`config.mk`:
```
export PLATFORM = sky130hd
export DESIGN_NAME = onehot_rr_arbiter
export DESIGN_NICKNAME = d
export VERILOG_FILES = /design/src/rtl/onehot_rr_arbiter.sv
export SDC_FILE = /design/constraint.sdc
export NUM_CORES = 1
export LEC_CHECK = 0
export ABC_AREA = 1
export BUFFER_PORTS_ARGS = -buffer_cell sky130_fd_sc_hd__buf_2
export CAP_MARGIN = 20
export CORE_AREA = 3 3 52 54
export DETAILED_ROUTE_END_ITERATION = 8
export DIE_AREA = 0 0 55 57
export PLACE_DENSITY = 0.83
export SLEW_MARGIN = 40
export SYNTH_ARGS = -nofsm -noshare
export SYNTH_HDL_FRONTEND = slang
export SYNTH_SLANG_ARGS = --single-unit
export TNS_END_PERCENT = 20
```
`constraint.sdc`:
```
create_clock -name CLK -period 4.35 [get_ports CLK]
set_input_delay 0.435 -clock CLK [delete_from_list [all_inputs] [get_ports CLK]]
set_output_delay 0.435 -clock CLK [all_outputs]
set_load 0.05 [all_outputs]
```
`src/rtl/onehot_rr_arbiter.sv`:
```
// Four-requester round-robin arbiter with one-hot Moore FSM, hold-time limit,
// and a fixed one-cycle release turnaround between owners.
//
// state | meaning
// IDLE  | no owner; evaluate REQ from the round-robin pointer
// G0-G3 | requester k owns the resource; hold counter running
// REL   | turnaround cycle with all grants low; always returns to IDLE
module onehot_rr_arbiter #(
    parameter int unsigned MAX_HOLD = 16
) (
    input  logic       CLK,
    input  logic       RST,
    input  logic [3:0] REQ,
    input  logic       DONE,
    output logic [3:0] GNT,
    output logic       BUSY,
    output logic       TIMEOUT,
    output logic [5:0] STATE
);

    localparam logic [5:0] S_IDLE = 6'b000001;
    localparam logic [5:0] S_G0   = 6'b000010;
    localparam logic [5:0] S_G1   = 6'b000100;
    localparam logic [5:0] S_G2   = 6'b001000;
    localparam logic [5:0] S_G3   = 6'b010000;
    localparam logic [5:0] S_REL  = 6'b100000;

    localparam logic [7:0] HOLD_LAST = 8'(MAX_HOLD - 1);

    logic [5:0] state_q, state_d;
    logic [1:0] ptr_q, ptr_d;
    logic [7:0] hold_q, hold_d;
    logic       timeout_q, timeout_d;

    logic       state_legal;
    logic [1:0] pick_idx;
    logic [1:0] own_idx;
    logic       own_req;
    logic       hold_expired;

    assign state_legal  = $onehot(state_q);
    assign hold_expired = (hold_q == HOLD_LAST);

    // First requester at or after the pointer; the descending loop lets the nearest one win.
    always_comb begin
        pick_idx = ptr_q;
        for (int i = 3; i >= 0; i--) begin
            if (REQ[ptr_q + 2'(i)]) begin
                pick_idx = ptr_q + 2'(i);
            end
        end
    end

    // Index of the current owner, and whether it is still requesting.
    always_comb begin
        own_idx = 2'd0;
        unique case (1'b1)
            state_q[2]: own_idx = 2'd1;
            state_q[3]: own_idx = 2'd2;
            state_q[4]: own_idx = 2'd3;
            default:    own_idx = 2'd0;
        endcase
        own_req = REQ[own_idx];
    end

    // State register, pointer, hold counter and registered timeout flag.
    always_ff @(posedge CLK) begin
        if (RST) begin
            state_q   <= S_IDLE;
            ptr_q     <= 2'd0;
            hold_q    <= 8'd0;
            timeout_q <= 1'b0;
        end else begin
            state_q   <= state_d;
            ptr_q     <= ptr_d;
            hold_q    <= hold_d;
            timeout_q <= timeout_d;
        end
    end

    // Next-state logic; anything that is not exactly one-hot recovers to IDLE with ptr kept.
    always_comb begin
        state_d   = state_q;
        ptr_d     = ptr_q;
        hold_d    = hold_q;
        timeout_d = 1'b0;
        if (!state_legal) begin
            state_d = S_IDLE;
            hold_d  = 8'd0;
        end else begin
            case (state_q)
                S_IDLE: begin
                    if (REQ != 4'b0000) begin
                        state_d = 6'(S_G0 << pick_idx);
                        hold_d  = 8'd0;
                    end
                end
                S_G0, S_G1, S_G2, S_G3: begin
                    if (DONE || !own_req || hold_expired) begin
                        state_d   = S_REL;
                        ptr_d     = own_idx + 2'd1;
                        hold_d    = 8'd0;
                        // Expiry only counts as a timeout when nothing else ended the grant.
                        timeout_d = hold_expired && !DONE && own_req;
                    end else begin
                        hold_d = hold_q + 8'd1;
                    end
                end
                S_REL: begin
                    state_d = S_IDLE;
                end
                default: begin
                    state_d = S_IDLE;
                end
            endcase
        end
    end

    // Moore outputs decoded from the registered state; grants are suppressed in an illegal state.
    always_comb begin
        GNT     = state_legal ? state_q[4:1] : 4'b0000;
        BUSY    = ~state_q[0];
        TIMEOUT = timeout_q;
        STATE   = state_q;
    end

endmodule

```
==> impl_metrics.env, run 1 <==
export IMPL_report_final_setup_viol=0
export IMPL_synth_area_leader_cell="dfxtp_1"
export IMPL_max_fanout_on_critical_path=5
export IMPL_synth_top_cell_area_share=0.278
export IMPL_dr_total_vias=1197
export IMPL_antenna_violating_nets_post_route=0
export IMPL_finalClockSkew_ns=0.00164
export IMPL_yosys_warnings=0
export IMPL_cts_buffers=3
export IMPL_rsz_0062_raised_after_global_routing="false"
export IMPL_syn_inst=192
export IMPL_global_route_usage_total=0.189
export IMPL_worst_path_max_delay_cell="fa_1"
export IMPL_post_route_setup_tns_ns=0
export IMPL_antenna_cells_inserted=0
export IMPL_crit_arrival_ns=3.30
export IMPL_clock_root_buffer="clkbuf_4"
export IMPL_die_area_um2=3140
export IMPL_synth_nets=207
export IMPL_post_route_clock_period_utilization=0.858
export IMPL_slew_limit_headroom=0.803
export IMPL_place_detailed_hpwl_mm=2.10
export IMPL_port_buffer_count=18
export IMPL_ctsLongestPathBuffers=2
export IMPL_syn_to_final_growth_pct=12.1
export IMPL_drt_drc_violations_left=0
export IMPL_drive_above_1_share=0.155
export IMPL_first_iter_violations=29
export IMPL_post_route_min_period_ns=3.73
export IMPL_post_drt_via_cell_ratio=4.97
export IMPL_max_freq_mhz=268
export IMPL_power_static_leakage_nw=0.694
export IMPL_outcome="completed"
export IMPL_cts_hold_buffers_added=0
export IMPL_grt_pass1_wl_mm=4.43
export IMPL_io_pins=19
export IMPL_timing_critical_path_from_type="flip-flop"
export IMPL_critical_path_max_stage_delay_ns=0.49
export IMPL_holdCritStartpoint="RST"
export IMPL_ys_seq_area_frac=0.278
export IMPL_grt_max_degree=11
export IMPL_timing_hold_violations_final=0
export IMPL_synth_cell_area_um2=1220
export IMPL_floorplan_core_area_um2=2250
export IMPL_category_of_the_most_critical_setup_path="reg -> out"
export IMPL_wire_length_reported_by_the_detailed_router_mm=2.62
export IMPL_final_max_slew_violation_count=0
export IMPL_final_common_cell="nand2_1"
export IMPL_starting_density_of_the_core=0.542
export IMPL_grt_antenna_before_repair=0
export IMPL_reg2reg_from="STATE[3]"
export IMPL_floorplan_die_width_um=55
export IMPL_cap_viol_max_count=0
export IMPL_grt_pass1_vias=1090
export IMPL_worstMarginPinSlew_ns=0.295
export IMPL_later_pin_clock_latency_in_the_skew_report_ns=0.30
export IMPL_per_cell_routed_wire_length_um=10.9
export IMPL_post_cts_resize_count=0
export IMPL_cts_max_level=1
export IMPL_worst_setup_path_end_kind="primary output"
export IMPL_clk_transition_reported_paths_ns=0.10
export IMPL_post_route_util=0.608
export IMPL_powerDensity_nw_per_um2=681
export IMPL_cts_tree="done"
export IMPL_postSynthRegisterBits=17
export IMPL_worst_ep_required_time_ns=3.91
export IMPL_mostFrequentLayoutCells="nand2_1, inv_1, nor2_1"
export IMPL_synth_area_leaders="dfxtp_1, nand2_1, inv_1"
export IMPL_place_gp_congestion=0.815
export IMPL_crit_path_cell_trace="inv_1 > fa_1 > fa_1 > inv_1 > ha_1 > fa_1 > nor3_1 > inv_1 > nor2_1 > buf_2"
export IMPL_die_height_um=57
export IMPL_layout_nets=229
export IMPL_cts_num_sinks=17
export IMPL_cts_setup_buffers=0
export IMPL_post_synthesis_average_cell_area_um2=6.37
export IMPL_holdCritPathClass="in -> reg"
export IMPL_yosysUniqueCellTypes=24
export IMPL_cp_startpoint="STATE[3]"
export IMPL_placement_rows=17
export IMPL_max_vdd_ir_drop_uv=553
export IMPL_drt_pass1_iterations=4
export IMPL_gr_total_overflow=0
[cells in the mapped netlist]
master / instances
a211oi_1: 3
a21oi_1: 11
buf_2: 1
clkinv_1: 1
dfxtp_1: 17
fa_1: 3
ha_1: 5
inv_1: 28
inv_2: 3
nand2_1: 60
nand2_2: 1
nand2_4: 1
nand3_1: 18
nand3_2: 1
nand4_1: 3
nor2_1: 21
nor2_2: 1
nor2_4: 2
nor3_1: 3
nor3b_1: 1
nor4_1: 1
o21ai_2: 1
or2_2: 1
xor2_1: 5
[layout make-up]
| cell class | count | area (um^2) |
|---|---|---|
| Clock inverter | 1 | 5.00 |
| Fill cell | 215 | 885 |
| Sequential cell | 17 | 340 |
| Inverter | 32 | 120 |
| Timing Repair Buffer | 18 | 90.1 |
| Tap cell | 28 | 35.0 |
| Multi-Input combinational cell | 142 | 757 |
| Clock buffer | 3 | 22.5 |
[kinds of logic (layout without fill, tap and decap cells)]
logic type	Yosys count	in the layout	share of synthesized area
flops	17	17	0.278
xor+xnor	5	5	0.0358
compound gates	15	15	0.0706
buf+inv	33	54	0.102
fa+ha+maj	8	8	0.100
simple gates	114	114	0.413
[power by group]
part / switching, mW / internal (mW) / total, mW
combinational: 0.471 / 0.170 / 0.641
clock: 0.0534 / 0.0343 / 0.0878
sequential: 0.0274 / 0.177 / 0.204
total: 0.552 / 0.381 / 0.933
[path summary, 6_finish.rpt]
| kind | end | slack, ns | cells past startpoint |
|---|---|---|---|
| worst max register to register | TIMEOUT | 0.85 | 11 |
| worst min register to register | hold_q[6] | 0.47 | 2 |
| worst min-delay path | ptr_q[0] | 0.32 | 2 |
| worst max-delay path | GNT[1] | 0.62 | 10 |
[metal layers]
layer	GRT usage	routed length, um	vias up
met5	0	0	-
met3	0.0392	110	6
met4	0.0313	34	0
met1	0.229	1260	530
met2	0.338	1210	18
li1	-	-	643
[per-stage QoR]
stage | total power [mW] | worst slack (ns) | cells | cell area (um^2) | hold WS, ns
final | 0.933 | 0.616 | 241 | 1370 | 0.320
after floorplan | 0.713 | 0.158 | 192 | 1220 | 0.444
after CTS | 0.940 | 0.598 | 241 | 1370 | 0.318
after global placement | 0.835 | 1.08 | 237 | 1340 | 0.453
after detailed placement | 0.852 | 0.906 | 237 | 1340 | 0.462
after global routing | 1.03 | 0.362 | 241 | 1370 | 0.300
[state kept, by name (all words and copies together), names as in the netlist]
register and count:
hold_q 8, TIMEOUT 1, ptr_q 2, STATE 6
[worst max-delay path: cells and delay by family, from the launching register on]
family,cells,cell delay (ns)
adders and majority gates,4,1.57
and+or+nand+nor,2,0.40
DFF,1,0.43
buffers and inverters,4,0.58
No activity file was read; power rests on OpenSTA's default activity.
==> run 2: changes to the inputs <==
--- a/config.mk
+++ b/config.mk
@@ -8,10 +8,10 @@
 export ABC_AREA = 1
 export BUFFER_PORTS_ARGS = -buffer_cell sky130_fd_sc_hd__buf_2
 export CAP_MARGIN = 20
-export CORE_AREA = 3 3 52 54
+export CORE_AREA = 3 3 54 56
 export DETAILED_ROUTE_END_ITERATION = 8
-export DIE_AREA = 0 0 55 57
-export PLACE_DENSITY = 0.83
+export DIE_AREA = 0 0 57 59
+export PLACE_DENSITY = 0.81
 export SLEW_MARGIN = 40
 export SYNTH_ARGS = -nofsm -noshare
 export SYNTH_HDL_FRONTEND = slang
==> constraint.sdc (replaced) <==
create_clock -name CLK -period 3.1 [get_ports CLK]
set_input_delay 0.31 -clock CLK [delete_from_list [all_inputs] [get_ports CLK]]
set_output_delay 0.31 -clock CLK [all_outputs]
set_load 0.05 [all_outputs]
==> run 2 against run 1 <==
Compared with the run above:
- the run now ends with negative setup slack left
- sequential share of layout area fell by 2.5 points
- highest routed layer unchanged
- largest cell class unchanged
- utilization rose by 1.8 points
- combinational power up 100%
==> impl_metrics.env, run 2 (same netlist as run 1, synthesis figures left out) <==
export IMPL_outcome="complete, but fails checks"
export IMPL_failing_checks="negative setup slack"
export IMPL_syn_to_final_growth_pct=26.7
export IMPL_antenna_violating_nets_post_route=0
export IMPL_post_drt_via_cell_ratio=5.04
export IMPL_holdCritPathClass="in -> reg"
export IMPL_largest_register_ffs=8
export IMPL_largest_register="hold_q"
export IMPL_wire_length_reported_by_the_detailed_router_mm=2.85
export IMPL_timing_hold_violations_final=0
export IMPL_starting_density_of_the_core=0.493
export IMPL_layout_nets=240
export IMPL_per_cell_routed_wire_length_um=11.2
export IMPL_worst_setup_path_end_kind="primary output"
export IMPL_grt_pass1_wl_mm=4.82
export IMPL_timing_critical_path_from_type="flip-flop"
export IMPL_post_route_util=0.625
export IMPL_dr_total_vias=1279
export IMPL_crit_arrival_ns=2.93
export IMPL_post_route_clock_period_utilization=1.05
export IMPL_floorplan_core_area_um2=2480
export IMPL_antenna_cells_inserted=0
export IMPL_gr_total_overflow=0
export IMPL_drt_pass1_iterations=4
export IMPL_cts_num_sinks=17
export IMPL_cts_tree="done"
export IMPL_report_final_setup_viol=4
export IMPL_ctsLongestPathBuffers=2
export IMPL_worstMarginPinSlew_ns=0.369
export IMPL_later_pin_clock_latency_in_the_skew_report_ns=0.28
export IMPL_placement_rows=18
export IMPL_die_area_um2=3360
export IMPL_io_pins=19
export IMPL_worst_ep_required_time_ns=2.79
export IMPL_slew_limit_headroom=0.753
export IMPL_placement_stage_worst_setup_slack_ns=0.0109
export IMPL_rsz_0062_raised_after_global_routing="true"
export IMPL_max_freq_mhz=309
export IMPL_cap_viol_max_count=0
export IMPL_first_iter_violations=53
export IMPL_port_buffer_count=18
export IMPL_power_static_leakage_nw=0.745
export IMPL_post_route_min_period_ns=3.24
export IMPL_grt_pass1_vias=1184
export IMPL_category_of_the_most_critical_setup_path="reg -> out"
export IMPL_drt_drc_violations_left=0
export IMPL_mostFrequentLayoutCells="nand2_1, inv_1, nand3_1"
export IMPL_grt_antenna_before_repair=0
export IMPL_max_vdd_ir_drop_uv=1240
export IMPL_cts_hold_buffers_added=0
export IMPL_final_critical_path_setup_slack_ns=-0.140
export IMPL_clk_transition_reported_paths_ns=0.09
export IMPL_cts_max_level=1
export IMPL_post_route_setup_tns_ns=-0.503
export IMPL_cts_buffers=3
export IMPL_global_route_usage_total=0.183
export IMPL_die_height_um=59
export IMPL_final_common_cell="nand2_1"
export IMPL_powerDensity_nw_per_um2=1100
export IMPL_finalClockSkew_ns=0.00116
export IMPL_clock_root_buffer="clkbuf_4"
export IMPL_final_max_slew_violation_count=0
export IMPL_floorplan_die_width_um=57
export IMPL_drive_above_1_share=0.254
export IMPL_grt_max_degree=10
export IMPL_max_fanout_on_critical_path=5
export IMPL_place_detailed_hpwl_mm=2.22
export IMPL_place_gp_congestion=0.806
## run 2: changes by cell type in the layout (fill, tap and decap cells not counted), sizes merged
cell,change
buf,+11
clkbuf,+1
clkinv,-2
clkinvlp,+1
## run 2: layout make-up
class | instances | area (um^2)
Fill cell | 217 | 928
Multi-Input combinational cell | 142 | 807
Sequential cell | 17 | 347
Timing Repair Buffer | 29 | 205
Inverter | 32 | 126
Tap cell | 30 | 37.5
Clock buffer | 4 | 26.3
## run 2: metal layers
metal | global-route usage | part of all wire
met2 | 0.316 | 0.48
met1 | 0.232 | 0.45
met5 | 0 | 0
met3 | 0.0218 | 0.051
met4 | 0.0728 | 0.020
## run 2: critical path: stages (launching register included)
cell        delay (ns)
dfxtp_4           0.37
clkinvlp_4        0.09
fa_1              0.46
fa_1              0.49
inv_1             0.04
ha_2              0.16
fa_1              0.44
nor3_2            0.17
inv_2             0.14
nor2_4            0.12
buf_6             0.16
## run 2: report_power, final
| part | switching, mW | total, mW | leakage (nW) | internal, mW |
|---|---|---|---|---|
| Combinational | 0.826 | 1.30 | 0.592 | 0.470 |
| Sequential | 0.0373 | 0.290 | 0.138 | 0.253 |
| Clock | 0.0640 | 0.114 | 0.0150 | 0.0500 |
## run 2: final timing paths
path,start,to,slack (ns),depth (start not counted)
setup / recovery,STATE[0],GNT[1],-0.14,10
hold / removal,RST,ptr_q[0],0.27,2
setup reg to reg,STATE[0],ptr_q[1],0.10,12
hold reg to reg,hold_q[6],hold_q[6],0.47,2
## run 2: timing repair
item	CTS	global route
endpoints found under the hold margin	0	0
pin swaps	1	2
buffers inserted	4	2
endpoints found under the setup margin	5	12
resized for setup	9	3
## run 2: metrics by stage
stage	total power, mW	cell area [um^2]	hold slack, ns	cells
2_1_floorplan	1.15	1280	0.388	192
3_3_place_gp	1.40	1440	0.453	244
3_5_place_dp	1.43	1440	0.459	244
4_1_cts	1.63	1520	0.256	252
5_1_grt	1.85	1550	0.260	254
6_report	1.70	1550	0.271	254
